==> config.mk <==
export PLATFORM = sky130hd
export DESIGN_NAME = multi_master_arbiter
export DESIGN_NICKNAME = d
export VERILOG_FILES = /design/src/rtl/multi_master_arbiter.sv
export SDC_FILE = /design/constraint.sdc
export NUM_CORES = 1
export LEC_CHECK = 0
export CORE_MARGIN = 8
export CORE_UTILIZATION = 44
export DETAILED_ROUTE_END_ITERATION = 6
export PLACE_DENSITY = 0.74
export SLEW_MARGIN = 20
export SYNTH_ARGS = -nofsm -noshare
export SYNTH_HDL_FRONTEND = slang
export SYNTH_SLANG_ARGS = --single-unit
==> constraint.sdc <==
create_clock -name clk -period 1.8 [get_ports clk]
set_input_delay 0.27 -clock clk [delete_from_list [all_inputs] [get_ports clk]]
set_output_delay 0.27 -clock clk [all_outputs]
set_load 0.01 [all_outputs]
==> src/rtl/multi_master_arbiter.sv <==
// multi_master_arbiter: N-master system-bus arbiter with fixed-priority or
// round-robin selection, bounded tenure (hold timeout) and a one-cycle
// turnaround between tenures. All outputs come straight from registers.
module multi_master_arbiter #(
   parameter int NUM_MASTERS = 4,
   parameter int SLAVE_SEL_W = 2,
   parameter int ROUND_ROBIN = 1,
   parameter int MAX_HOLD    = 16,
   parameter int GNT_W       = (NUM_MASTERS > 2) ? $clog2(NUM_MASTERS) : 1
) (
   input  logic                               clk,
   input  logic                               rst,
   input  logic [NUM_MASTERS-1:0]             m_request,
   input  logic [NUM_MASTERS*SLAVE_SEL_W-1:0] m_slave_sel,
   output logic [NUM_MASTERS-1:0]             m_grant,
   output logic [GNT_W-1:0]                   bus_grant,
   output logic [SLAVE_SEL_W-1:0]             slave_sel,
   output logic                               arbiter_busy,
   output logic                               timeout
);

   // Hold counter must count up to MAX_HOLD; keep at least one bit when disabled.
   localparam int HOLD_W = (MAX_HOLD > 0) ? $clog2(MAX_HOLD + 1) : 1;
   localparam logic [HOLD_W-1:0] HOLD_MAX = HOLD_W'(MAX_HOLD);
   localparam logic [GNT_W-1:0]  LAST_IDX = GNT_W'(NUM_MASTERS - 1);

   localparam logic [1:0] S_IDLE  = 2'd0;
   localparam logic [1:0] S_GRANT = 2'd1;
   localparam logic [1:0] S_TURN  = 2'd2;

   logic [1:0]             state_q,   state_d;
   logic [NUM_MASTERS-1:0] grant_q,   grant_d;
   logic [GNT_W-1:0]       bus_q,     bus_d;
   logic [SLAVE_SEL_W-1:0] sel_q,     sel_d;
   logic                   busy_q,    busy_d;
   logic                   timeout_q, timeout_d;
   logic [HOLD_W-1:0]      hold_q,    hold_d;
   logic [GNT_W-1:0]       rr_q,      rr_d;

   logic [GNT_W-1:0]       win;
   logic [SLAVE_SEL_W-1:0] win_sel;

   // Scan requesters from ptr upward (round-robin) or from 0 (fixed priority);
   // the first set request wins.
   function automatic logic [GNT_W-1:0] pick_winner(
      input logic [NUM_MASTERS-1:0] req,
      input logic [GNT_W-1:0]       ptr
   );
      logic [GNT_W-1:0] best;
      logic [GNT_W-1:0] cand;
      logic             found;
      best  = '0;
      found = 1'b0;
      for (int i = 0; i < NUM_MASTERS; i++) begin
         if (ROUND_ROBIN != 0) cand = GNT_W'((int'(ptr) + i) % NUM_MASTERS);
         else                  cand = GNT_W'(i);
         if (!found && req[cand]) begin
            best  = cand;
            found = 1'b1;
         end
      end
      return best;
   endfunction

   // Next-state logic: winner selection, tenure tracking and turnaround.
   always_comb begin
      state_d   = state_q;
      grant_d   = grant_q;
      bus_d     = bus_q;
      sel_d     = sel_q;
      busy_d    = busy_q;
      timeout_d = 1'b0;
      hold_d    = hold_q;
      rr_d      = rr_q;
      win       = pick_winner(m_request, rr_q);
      win_sel   = '0;
      for (int i = 0; i < NUM_MASTERS; i++) begin
         if (win == GNT_W'(i)) win_sel = m_slave_sel[i*SLAVE_SEL_W +: SLAVE_SEL_W];
      end
      case (state_q)
         S_IDLE: begin
            if (|m_request) begin
               state_d      = S_GRANT;
               grant_d      = '0;
               grant_d[win] = 1'b1;
               bus_d        = win;
               sel_d        = win_sel;
               busy_d       = 1'b1;
               hold_d       = HOLD_W'(1);
               if (ROUND_ROBIN != 0) rr_d = (win == LAST_IDX) ? '0 : win + GNT_W'(1);
            end
         end
         S_GRANT: begin
            if (!m_request[bus_q]) begin
               state_d = S_TURN;
               grant_d = '0;
               bus_d   = '0;
               sel_d   = '0;
            end else if (MAX_HOLD != 0 && hold_q == HOLD_MAX) begin
               state_d   = S_TURN;
               grant_d   = '0;
               bus_d     = '0;
               sel_d     = '0;
               timeout_d = 1'b1;
            end else if (MAX_HOLD != 0) begin
               hold_d = hold_q + HOLD_W'(1);
            end
         end
         S_TURN: begin
            state_d = S_IDLE;
            busy_d  = 1'b0;
            hold_d  = '0;
         end
         default: begin
            state_d = S_IDLE;
            grant_d = '0;
            bus_d   = '0;
            sel_d   = '0;
            busy_d  = 1'b0;
            hold_d  = '0;
         end
      endcase
   end

   // State and output registers, cleared immediately by reset.
   always_ff @(posedge clk or negedge rst) begin
      if (!rst) begin
         state_q   <= S_IDLE;
         grant_q   <= '0;
         bus_q     <= '0;
         sel_q     <= '0;
         busy_q    <= 1'b0;
         timeout_q <= 1'b0;
         hold_q    <= '0;
         rr_q      <= '0;
      end else begin
         state_q   <= state_d;
         grant_q   <= grant_d;
         bus_q     <= bus_d;
         sel_q     <= sel_d;
         busy_q    <= busy_d;
         timeout_q <= timeout_d;
         hold_q    <= hold_d;
         rr_q      <= rr_d;
      end
   end

   assign m_grant      = grant_q;
   assign bus_grant    = bus_q;
   assign slave_sel    = sel_q;
   assign arbiter_busy = busy_q;
   assign timeout      = timeout_q;

endmodule
# Word level (Yosys, flattened, before mapping)
# Index checks and enable logic that the tools add are counted.
# op_classes
n_addsub	5
n_lt_le_gt_ge	7
eq_ne	10
muxes	47
bitwise_logic	2
n_reduce_logical	15
# op_table
op	n
2-bit 2-to-1 mux	16
2-bit by 3-bit < comparator with 1-bit output (second input constant)	6
5-bit 2-to-1 mux	3
1-bit 2-to-1 mux	13
4-bit 2-to-1 mux	3
2-bit one-hot mux with 3 select lines	2
4-bit one-hot mux with 3 select lines	1
1-bit binary-select mux with 2-bit select	5
5-bit one-hot mux with 2 select lines	1
2-bit == test (second input constant)	3
2-bit != test (second input constant)	3
2-bit AND reduction	3
3-bit AND reduction	2
5-bit by 1-bit adder with 5-bit output (second input constant)	1
5-bit == test (second input constant)	1
2-bit by 1-bit adder with 2-bit output (second input constant)	2
2-bit adder (second input constant)	2
2-bit by 1-bit == test with 1-bit output (second input constant)	2
1-bit logical AND	4
2-bit zero test	2
2-bit one-hot mux with 2 select lines	1
4-bit OR reduction	1
1-bit zero test	3
3-bit != test (second input constant)	1
4 further kinds	5
# word_totals
regBits	19
in_bits	14
out_inout_bits	10

# Logic depth before layout (Yosys ltp)
# Gate-level depths: netlist of run 1.
# logic_depth
word_depth	19
depth_mapped	9

# Worst setup path after synthesis of run 1
# Ideal clock, no wire load.
# synth_timing
kind	flip-flop to flip-flop
from	reg rr_q[1]
to	reg sel_q[1], in the netlist slave_sel[1]
setup_time_ns	0.124
arrival_time_ns	1.654
required_time_ns	1.676
setup_slack_ns	0.022
path_stages_with_launch	9
path_buffers	0
period_less_slack_ns	1.778
path_cell_list	dfrtp_1 and3_2 nor3_1 inv_1 ha_1 a21oi_1 o21ai_0 a22oi_1 o2bb2ai_1
# synth_between
elab_chain_cells	19
word_cells_on_any_way	34
# synth_rtl
item	line	source
from (decl)	38	logic [GNT_W-1:0] rr_q, rr_d;
from (signal assigned)	144	rr_q <= rr_d;
parallel branches: the longest is 11 deep, another holds 2-bit by 1-bit adder with 2-bit output	n/a	
2-bit 2-to-1 mux (*)	57	if (!found && req[cand]) begin
2-bit zero test	78	if (win == GNT_W'(i)) win_sel = m_slave_sel[i*SLAVE_SEL_W +: SLAVE_SEL_W];
2-bit 2-to-1 mux (3 in series)	78	
2-bit 2-to-1 mux (*)	78	
2-bit 2-to-1 mux (*)	82	if (|m_request) begin
2-bit one-hot mux with 3 select lines (*)	80	case (state_q)
to (signal assigned)	140	sel_q <= sel_d;
to (decl)	34	logic [SLAVE_SEL_W-1:0] sel_q, sel_d;
# Every way passes the cells marked *. The select of a mux whose other input is x is not followed.
# A chain may end at the register's enable or synchronous reset.

# Worst setup path in the final report of run 1
# Same ends and word-level chain as after synthesis.

==> report_table.html, run 1 <==
<table>
<tr><th>Metric</th><th>Value</th></tr>
<tr><th colspan="2">Timing</th></tr>
<tr><td>Clock tree skew after final layout</td><td>11.4 ps</td></tr>
<tr><td>Setup repair after global routing missed its margin</td><td>yes</td></tr>
<tr><td>Worst-margin pin slew</td><td>715 ps</td></tr>
<tr><td>Worst slew margin</td><td>52.0%</td></tr>
<tr><td>Fmax</td><td>583 MHz</td></tr>
<tr><td>Fin crit share</td><td>95.3%</td></tr>
<tr><td>Shortest clock period the worst path allows after layout</td><td>1720 ps</td></tr>
<tr><td>Endpoints failing setup</td><td>0</td></tr>
<tr><td>Worst-case hold slack</td><td>285 ps</td></tr>
<tr><td>Pins Over Slew Limit</td><td>0</td></tr>
<tr><td>Final Hold Viols</td><td>0</td></tr>
<tr><th colspan="2">Floorplanning</th></tr>
<tr><td>DIE AREA</td><td>4250 sq um</td></tr>
<tr><td>Row Count</td><td>18</td></tr>
<tr><td>Initial cell density of the core</td><td>44.5%</td></tr>
<tr><td>Floorplan die height</td><td>65.2 um</td></tr>
<tr><td>Horizontal die dimension</td><td>65.2 um</td></tr>
<tr><td>Number of I/O pins</td><td>24</td></tr>
<tr><td>Placeable Area</td><td>2390 sq um</td></tr>
<tr><th colspan="2">Clocking</th></tr>
<tr><td>Number of buffers created by CTS</td><td>3</td></tr>
<tr><td>Reg clk slew, reported paths</td><td>120 ps</td></tr>
<tr><td>TritonCTS clock tree</td><td>built</td></tr>
<tr><td>Buffer depth of the longest clock path</td><td>2</td></tr>
<tr><td>Number of buffers inserted by hold repair at cts</td><td>0</td></tr>
<tr><td>Clock sinks</td><td>19</td></tr>
<tr><td>Buffer type at the clock tree root</td><td>sky130_fd_sc_hd__clkbuf_4</td></tr>
<tr><td>Clock latency reported for the late side of the worst-skew pair</td><td>300 ps</td></tr>
<tr><td>Clock H-tree levels</td><td>1</td></tr>
<tr><th colspan="2">Critical path</th></tr>
<tr><td>Required @ worst endpoint</td><td>2000 ps</td></tr>
<tr><td>Crit Path Class</td><td>reg -&gt; reg</td></tr>
<tr><td>Critical Path End Type</td><td>flop</td></tr>
<tr><td>Arrival time at the worst endpoint</td><td>1920 ps</td></tr>
<tr><td>Kind of start point of the critical path</td><td>flop</td></tr>
<tr><td>Largest driver fanout on the critical path</td><td>5</td></tr>
<tr><th colspan="2">Placed design</th></tr>
<tr><td>Gp weighted congestion</td><td>0.855</td></tr>
<tr><td>Placed wire-length estimate after detailed placement</td><td>1940 um</td></tr>
<tr><td>I/O Buffers</td><td>23</td></tr>
<tr><th colspan="2">Detailed routing</th></tr>
<tr><td>Count of routing violations after the opening detailed-route iteration</td><td>67</td></tr>
<tr><td>Average vias per placed instance</td><td>5.41</td></tr>
<tr><td>Post-route DRC violation count</td><td>0</td></tr>
<tr><td>First drt pass iteration count</td><td>6</td></tr>
<tr><td>Routed Wire Length</td><td>2680 um</td></tr>
<tr><td>Final antenna-violating net count</td><td>0</td></tr>
<tr><td>Vias</td><td>953</td></tr>
<tr><td>Average wire per standard cell</td><td>15.3 um</td></tr>
<tr><th colspan="2">Global routing</th></tr>
<tr><td>Total GRT Usage</td><td>12.5%</td></tr>
<tr><td>M1 GR Usage</td><td>15.2%</td></tr>
<tr><td>Antenna violations before repair</td><td>0</td></tr>
<tr><td>Busiest layer in global routing</td><td>met2</td></tr>
<tr><td>Global-route wire length before repair</td><td>4290 um</td></tr>
<tr><td>Total grt overflow</td><td>0</td></tr>
<tr><td>Met3 demand-to-capacity share in global routing</td><td>2.72%</td></tr>
<tr><td>Pin count of the biggest net entering global routing</td><td>20</td></tr>
<tr><td>Met2 demand-to-capacity share in global routing</td><td>21.5%</td></tr>
<tr><td>Vias in the first global route</td><td>963</td></tr>
<tr><th colspan="2">Run</th></tr>
<tr><td>Reported max-cap violation count</td><td>0</td></tr>
<tr><th colspan="2">Synthesis</th></tr>
<tr><td>Sequential element share of the synthesized area</td><td>44.7%</td></tr>
<tr><td>Synth Net Count</td><td>127</td></tr>
<tr><td>Mean post-synth cell area</td><td>9.94 sq um</td></tr>
<tr><td>Synthesized cell area</td><td>1060 sq um</td></tr>
<tr><td>Post-Synthesis Cells</td><td>107</td></tr>
<tr><td>Warnings from Yosys</td><td>0</td></tr>
<tr><td>Distinct cell type count of the synthesized netlist</td><td>31</td></tr>
<tr><td>Number of storage elements in the synthesis netlist</td><td>19</td></tr>
<tr><th colspan="2">Final layout</th></tr>
<tr><td>Share of final-layout standard cells stronger than drive strength 1</td><td>25.3%</td></tr>
<tr><td>Final net count</td><td>167</td></tr>
<tr><td>Synthesis-to-finish area growth</td><td>42.0%</td></tr>
<tr><td>Fin util</td><td>63.3%</td></tr>
<tr><td>Total of fill cells in the finished design</td><td>209</td></tr>
<tr><td>Number of antenna diodes</td><td>0</td></tr>
<tr><th colspan="2">Power</th></tr>
<tr><td>Largest voltage drop on the vdd net</td><td>0.883 mV</td></tr>
<tr><td>Cell area power density</td><td>1450 nW/um^2</td></tr>
<tr><td>P_leak</td><td>0.000691 uW</td></tr>
<tr><th colspan="2">Status</th></tr>
<tr><td>Status</td><td>completed</td></tr>
<tr><th colspan="2">Hold path</th></tr>
<tr><td>Tightest Hold Check Type</td><td>in -&gt; async</td></tr>
</table>
through the flow:
step                      setup slack [ps]  power [uW]  instance area (sq um)  setup TNS, ps  std cells
final                                 83.9        2180                   1510              0        176
after global routing                 -19.7        2360                   1510          -38.6        176
after CTS                             18.0        2100                   1450              0        174
after detailed placement              -440        1850                   1410          -3840        169
after global placement                -378        1830                   1410          -3340        169
after floorplan                       21.9        1380                   1060              0        107
worst max-delay path: stages (launching register included):
cell and delay (ps):
sky130_fd_sc_hd__dfrtp_1 440, sky130_fd_sc_hd__a21oi_1 170, sky130_fd_sc_hd__o21ai_1 90, sky130_fd_sc_hd__o2bb2a_4 230
sky130_fd_sc_hd__inv_1 60, sky130_fd_sc_hd__ha_2 210, sky130_fd_sc_hd__a21oi_2 120, sky130_fd_sc_hd__o21ai_1 70
sky130_fd_sc_hd__a22oi_1 150, sky130_fd_sc_hd__o2bb2ai_1 80
routing by layer:
metal	share of wire [%]	wire length [um]	vias to the layer above
met3	3.5	94	4
met4	0.75	20	0
li1	-	-	467
met2	52	1390	15
met5	0	0	-
met1	44	1180	467
sequential cells by signal (all words and copies together) (netlist names):
signal,count
bus_grant,2
timeout,1
m_grant,4
rr_q,2
slave_sel,2
arbiter_busy,1
hold_q,5
state_q,2
cell usage in the layout (no fill, tap or decap), drive strengths merged, types with 2 or more instances in the layout:
master         instances
dfrtp                 19
clkdlybuf4s50         19
buf                   14
a21oi                 12
o21ai                 12
inv                   10
nand2                  7
ha                     6
a22o                   5
nor2                   5
or3                    3
clkbuf                 3
dlygate4sd2            3
nor4                   2
a22oi                  2
o2bb2ai                2
o2111ai                2
a21o                   2
nand3                  2
nand2b                 2
nor3                   2
worst paths after layout:
| kind | slack (ps) | start | depth (start not counted) | endpoint |
|---|---|---|---|---|
| hold reg to reg | 510 | slave_sel[0]$_DFFE_PN0P_ | 1 | slave_sel[0]$_DFFE_PN0P_ |
| min in group clk | 510 | slave_sel[0]$_DFFE_PN0P_ | 1 | slave_sel[0]$_DFFE_PN0P_ |
| hold / removal | 280 | rst | 2 | hold_q[4]$_DFFE_PN0P_ |
| setup / recovery | 80 | rr_q[1]$_DFFE_PN0P_ | 9 | slave_sel[1]$_DFFE_PN0P_ |
| setup reg to reg | 80 | rr_q[1]$_DFFE_PN0P_ | 9 | slave_sel[1]$_DFFE_PN0P_ |
| max in group asynchronous | 1300 | rst | 2 | bus_grant[1]$_DFFE_PN0P_ |
final cells by class:
class,count,area (sq um),share of cell area (%)
clock inverters,1,5.00,0.331
well taps,30,37.5,2.49
flip-flops and latches,19,475,31.5
inverters,10,37.5,2.49
repair buffers,37,338,22.4
clock buffers,3,22.5,1.49
multi-input cells,76,594,39.4
synth_stat cells:
cell type / number / area share, %
sky130_fd_sc_hd__nand4bb_2: 1 / 1.5
sky130_fd_sc_hd__clkbuf_1: 2 / 0.71
sky130_fd_sc_hd__mux2_4: 1 / 1.4
sky130_fd_sc_hd__o2bb2ai_1: 2 / 1.6
sky130_fd_sc_hd__ha_1: 6 / 7.1
sky130_fd_sc_hd__a22oi_1: 2 / 1.4
sky130_fd_sc_hd__nand2b_1: 2 / 1.2
sky130_fd_sc_hd__dfrtp_1: 19 / 45
sky130_fd_sc_hd__nand3_1: 2 / 0.94
sky130_fd_sc_hd__o21ai_0: 11 / 5.2
sky130_fd_sc_hd__mux4_2: 1 / 2.1
sky130_fd_sc_hd__nand2_1: 7 / 2.5
sky130_fd_sc_hd__and2_2: 1 / 0.71
sky130_fd_sc_hd__o2bb2a_1: 1 / 0.94
sky130_fd_sc_hd__o21ai_2: 1 / 0.82
sky130_fd_sc_hd__nor2_2: 1 / 0.59
sky130_fd_sc_hd__a22o_1: 5 / 4.1
sky130_fd_sc_hd__mux2i_1: 1 / 0.94
sky130_fd_sc_hd__or2_2: 1 / 0.59
sky130_fd_sc_hd__a31oi_1: 1 / 0.59
sky130_fd_sc_hd__a21oi_4: 1 / 1.5
sky130_fd_sc_hd__a21oi_1: 11 / 5.2
sky130_fd_sc_hd__nor4_1: 2 / 1.2
sky130_fd_sc_hd__inv_1: 10 / 3.5
sky130_fd_sc_hd__nor3_1: 2 / 0.94
sky130_fd_sc_hd__nor2_1: 4 / 1.4
sky130_fd_sc_hd__a21o_1: 2 / 1.4
sky130_fd_sc_hd__or4_4: 1 / 1.1
sky130_fd_sc_hd__and3_2: 1 / 0.71
sky130_fd_sc_hd__o2111ai_1: 2 / 1.6
sky130_fd_sc_hd__or3_1: 3 / 1.8
power breakdown:
group,internal [uW],switching (uW),total (uW),leakage [uW]
combinational,653,589,1240,0.000428
sequential,579,144,723,0.000245
clock,82.7,136,218,0.0000177
total,1320,869,2180,0.000691
cells by family (layout without fill, tap and decap cells):
group                      count (synthesis)  count (layout)  share of synthesized area, %
and+or+nand+nor                           28              28                          15.1
buffers and inverters                     12              51                          4.24
adders and majority gates                  6               6                          7.06
muxes                                      3               3                          4.47
DFF                                       19              19                          44.7
AOI/OAI and AO/OA                         39              39                          24.5
what timing repair did:
item,CTS,global route
endpoints found under the setup margin,3,4
setup buffers,1,2
resized for setup,8,11
pin swaps,1,11
Power figures use the tool's default switching activity.
==> run 2: changes to the inputs <==
--- a/config.mk
+++ b/config.mk
@@ -6,9 +6,9 @@
 export NUM_CORES = 1
 export LEC_CHECK = 0
 export CORE_MARGIN = 8
-export CORE_UTILIZATION = 44
+export CORE_UTILIZATION = 30
 export DETAILED_ROUTE_END_ITERATION = 6
-export PLACE_DENSITY = 0.74
+export PLACE_DENSITY = 0.54
 export SLEW_MARGIN = 20
 export SYNTH_ARGS = -nofsm -noshare
 export SYNTH_HDL_FRONTEND = slang
==> report_table.html, run 2 (same netlist as run 1, synthesis figures left out) <==
<table>
<tr><th>Metric</th><th>Value</th></tr>
<tr><th colspan="2">Placed design</th></tr>
<tr><td>Setup slack at placement</td><td>-452 ps (-11.5 ps)</td></tr>
<tr><td>Placed wire-length estimate after detailed placement</td><td>1990 um (+2.8%)</td></tr>
<tr><td>I/O Buffers</td><td>23 (unchanged)</td></tr>
<tr><td>Gp weighted congestion</td><td>0.745 (-13%)</td></tr>
<tr><td>Number of placed cells counting well taps</td><td>186 (+10%)</td></tr>
<tr><th colspan="2">Power</th></tr>
<tr><td>NetSw</td><td>896 uW (+3.1%)</td></tr>
<tr><td>Combinational share of power</td><td>57.6% (+0.7 points)</td></tr>
<tr><td>Proportion of total power due to net switching</td><td>40.1% (+0.31 points)</td></tr>
<tr><td>P_leak</td><td>0.000693 uW (+0.33%)</td></tr>
<tr><td>Cell area power density</td><td>1420 nW/um^2 (-1.6%)</td></tr>
<tr><td>Internal Pwr Total</td><td>1340 uW (+1.8%)</td></tr>
<tr><td>Part of the total power dissipated in sequential elements</td><td>32.4% (-0.7 points)</td></tr>
<tr><td>Clock power share</td><td>10.0% (about the same)</td></tr>
<tr><td>Largest voltage drop on the vdd net</td><td>0.618 mV (-30%)</td></tr>
<tr><th colspan="2">Detailed routing</th></tr>
<tr><td>Final antenna-violating net count</td><td>0 (unchanged)</td></tr>
<tr><td>Highest metal used</td><td>met4</td></tr>
<tr><td>Post-route DRC violation count</td><td>0 (unchanged)</td></tr>
<tr><td>Met2 wire length</td><td>1240 um (-11%)</td></tr>
<tr><td>Vias</td><td>954 (+0.10%)</td></tr>
<tr><td>First drt pass iteration count</td><td>4 (-2)</td></tr>
<tr><td>Routed Wire Length</td><td>2650 um (-1.3%)</td></tr>
<tr><td>Met3 WL</td><td>179 um (+90%)</td></tr>
<tr><td>Count of routing violations after the opening detailed-route iteration</td><td>44 (-34%)</td></tr>
<tr><td>Average vias per placed instance</td><td>4.92 (-9.2%)</td></tr>
<tr><td>Wire length on met1</td><td>1210 um (+3.0%)</td></tr>
<tr><td>Average wire per standard cell</td><td>13.7 um (-10%)</td></tr>
<tr><th colspan="2">Critical path</th></tr>
<tr><td>Required @ worst endpoint</td><td>2030 ps (+30 ps)</td></tr>
<tr><td>Crit Path Class</td><td>in -&gt; reg</td></tr>
<tr><td>Kind of start point of the critical path</td><td>input port</td></tr>
<tr><td>Cell-by-cell listing of the critical path</td><td>clkdlybuf4s50_1, inv_1, and3_2, nor3_2, inv_2, ha_4, buf_4, a21oi_2, a22oi_1, o2bb2ai_1</td></tr>
<tr><td>Crit-path max cell delay</td><td>480 ps (+40 ps)</td></tr>
<tr><td>Cell with the largest stage delay on the worst path</td><td>sky130_fd_sc_hd__clkdlybuf4s50_1</td></tr>
<tr><td>Critical Path End Type</td><td>flop</td></tr>
<tr><td>Arrival time at the worst endpoint</td><td>2010 ps (+90 ps)</td></tr>
<tr><td>Largest driver fanout on the critical path</td><td>3 (-2)</td></tr>
<tr><th colspan="2">Floorplanning</th></tr>
<tr><td>Row Count</td><td>21 (+3)</td></tr>
<tr><td>Floorplan die height</td><td>75.5 um (+16%)</td></tr>
<tr><td>Number of I/O pins</td><td>24 (unchanged)</td></tr>
<tr><td>DIE AREA</td><td>5710 sq um (+34%)</td></tr>
<tr><td>Horizontal die dimension</td><td>75.5 um (+16%)</td></tr>
<tr><td>Placeable Area</td><td>3360 sq um (+41%)</td></tr>
<tr><td>Initial cell density of the core</td><td>31.6% (-13 points)</td></tr>
<tr><th colspan="2">Clocking</th></tr>
<tr><td>Buffer depth of the longest clock path</td><td>2 (unchanged)</td></tr>
<tr><td>Buffer type at the clock tree root</td><td>sky130_fd_sc_hd__clkbuf_4</td></tr>
<tr><td>Clock latency reported for the late side of the worst-skew pair</td><td>300 ps (about the same)</td></tr>
<tr><td>Clock H-tree levels</td><td>1 (unchanged)</td></tr>
<tr><td>TritonCTS clock tree</td><td>built</td></tr>
<tr><td>Number of buffers inserted by hold repair at cts</td><td>0 (unchanged)</td></tr>
<tr><td>Reg clk slew, reported paths</td><td>120 ps (about the same)</td></tr>
<tr><td>Clock sinks</td><td>19 (unchanged)</td></tr>
<tr><td>Number of buffers created by CTS</td><td>3 (unchanged)</td></tr>
<tr><th colspan="2">Timing</th></tr>
<tr><td>Setup WS post-layout</td><td>18.3 ps (-65.6 ps)</td></tr>
<tr><td>Worst-margin pin slew</td><td>778 ps (+63.1 ps)</td></tr>
<tr><td>Endpoints failing setup</td><td>0 (unchanged)</td></tr>
<tr><td>Clock tree skew after final layout</td><td>1.54 ps (-9.84 ps)</td></tr>
<tr><td>Setup repair after global routing missed its margin</td><td>yes</td></tr>
<tr><td>Final Hold Viols</td><td>0 (unchanged)</td></tr>
<tr><td>Fmax</td><td>561 MHz (-3.7%)</td></tr>
<tr><td>Pins Over Slew Limit</td><td>0 (unchanged)</td></tr>
<tr><td>Fin crit share</td><td>99.0% (+3.6 points)</td></tr>
<tr><td>Shortest clock period the worst path allows after layout</td><td>1780 ps (+65.6 ps)</td></tr>
<tr><td>Worst slew margin</td><td>47.7% (-4.2 points)</td></tr>
<tr><td>Accumulated negative setup slack</td><td>0 ps (unchanged)</td></tr>
<tr><th colspan="2">Global routing</th></tr>
<tr><td>Pin count of the biggest net entering global routing</td><td>20 (unchanged)</td></tr>
<tr><td>Vias in the first global route</td><td>981 (+1.9%)</td></tr>
<tr><td>Total grt overflow</td><td>0 (unchanged)</td></tr>
<tr><td>Total GRT Usage</td><td>10.7% (-1.7 points)</td></tr>
<tr><td>Antenna violations before repair</td><td>0 (unchanged)</td></tr>
<tr><td>Global-route wire length before repair</td><td>4730 um (+10%)</td></tr>
<tr><th colspan="2">Final layout</th></tr>
<tr><td>Most frequent standard cell in the layout excluding fill and tap cells</td><td>sky130_fd_sc_hd__clkdlybuf4s50_1</td></tr>
<tr><td>Number of antenna diodes</td><td>0 (unchanged)</td></tr>
<tr><td>Register ranked first by flip-flop count</td><td>hold_q</td></tr>
<tr><td>Number of flip-flops in the largest register</td><td>5 (unchanged)</td></tr>
<tr><td>Share of final-layout standard cells stronger than drive strength 1</td><td>29.7% (+4.4 points)</td></tr>
<tr><td>Synthesis-to-finish area growth</td><td>47.6%</td></tr>
<tr><td>Final net count</td><td>169 (+1.2%)</td></tr>
<tr><td>Number of standard cells in the final layout excluding fillers</td><td>194 (+10%)</td></tr>
<tr><td>Most used cells in the layout excluding fill and tap cells</td><td>sky130_fd_sc_hd__clkdlybuf4s50_1, sky130_fd_sc_hd__dfrtp_1, sky130_fd_sc_hd__buf_4, sky130_fd_sc_hd__inv_1, sky130_fd_sc_hd__o21ai_0</td></tr>
<tr><th colspan="2">Hold path</th></tr>
<tr><td>Tightest Hold Check Type</td><td>in -&gt; async</td></tr>
<tr><th colspan="2">Status</th></tr>
<tr><td>Status</td><td>completed</td></tr>
<tr><th colspan="2">Run</th></tr>
<tr><td>Reported max-cap violation count</td><td>0 (unchanged)</td></tr>
</table>
run 2: cell types whose count changed in the layout (fill, tap and decap cells not counted), moves of 2 or more:
cell / before / now
sky130_fd_sc_hd__buf_4: 13 / 16
sky130_fd_sc_hd__ha_4: 1 / 3
sky130_fd_sc_hd__a21oi_2: 3 / 5
sky130_fd_sc_hd__a21oi_1: 8 / 6
run 2: routing by layer:
layer / vias to the layer above / global-route usage [%]
li1: 474 / -
met1: 456 / 13.6
met2: 22 / 16.6
met3: 2 / 3.42
met4: 0 / 3.84
met5: - / 0
run 2: through the flow:
step | area, sq um | util (%) | hold slack, ps | total power [uW]
5_1_grt | 1570 | 46.7 | 315 | 2450
3_3_place_gp | 1430 | 42.6 | 476 | 1860
3_5_place_dp | 1430 | 42.6 | 481 | 1860
2_1_floorplan | 1060 | - | -25.6 | 1380
4_1_cts | 1490 | 44.2 | 297 | 2130
6_report | 1570 | 46.7 | 297 | 2240
run 2: what timing repair did:
action | in CTS | in global routing
endpoints found under the hold margin | 0 | 0
pin swaps | 5 | 8
resized for setup | 11 | 13
setup endpoints to repair | 2 | 3
setup buffers | 1 | 3
run 2: final cells by class:
class | instances | area [sq um]
Fill cell | 354 | 1790
Multi-Input combinational cell | 76 | 624
Sequential cell | 19 | 477
Timing Repair Buffer | 39 | 347
Tap cell | 46 | 57.6
Inverter | 10 | 37.5
Clock buffer | 3 | 22.5
Clock inverter | 1 | 5.00
run 2: path summary, 6_finish.rpt:
path	slack [ps]	cells after the start	endpoint	start
setup / recovery	20	10	slave_sel[1]$_DFFE_PN0P_	m_request[3]
hold / removal	300	2	hold_q[4]$_DFFE_PN0P_	rst
setup reg to reg	20	8	slave_sel[1]$_DFFE_PN0P_	rr_q[1]$_DFFE_PN0P_
hold reg to reg	510	1	m_grant[3]$_DFFE_PN0P_	m_grant[3]$_DFFE_PN0P_
max in group asynchronous	1280	2	rr_q[1]$_DFFE_PN0P_	rst
min in group clk	510	1	m_grant[3]$_DFFE_PN0P_	m_grant[3]$_DFFE_PN0P_
run 2: power by group through the flow:
| stage | Combinational, uW | Sequential, uW | Clock (uW) |
|---|---|---|---|
| floorplan | 662 | 721 | 0 |
| global placement | 1130 | 729 | 0 |
| detailed placement | 1140 | 726 | 0 |
| CTS | 1180 | 721 | 236 |
| global route | 1440 | 751 | 251 |
| finish | 1290 | 725 | 223 |
run 2: worst max-delay path: cells and delay by family:
kind / cells / cell delay, ps
buffers and inverters: 4 / 760
AND/OR/NAND/NOR: 2 / 460
AO/OA/AOI/OAI: 3 / 340
adder cells (fa/ha/maj): 1 / 170
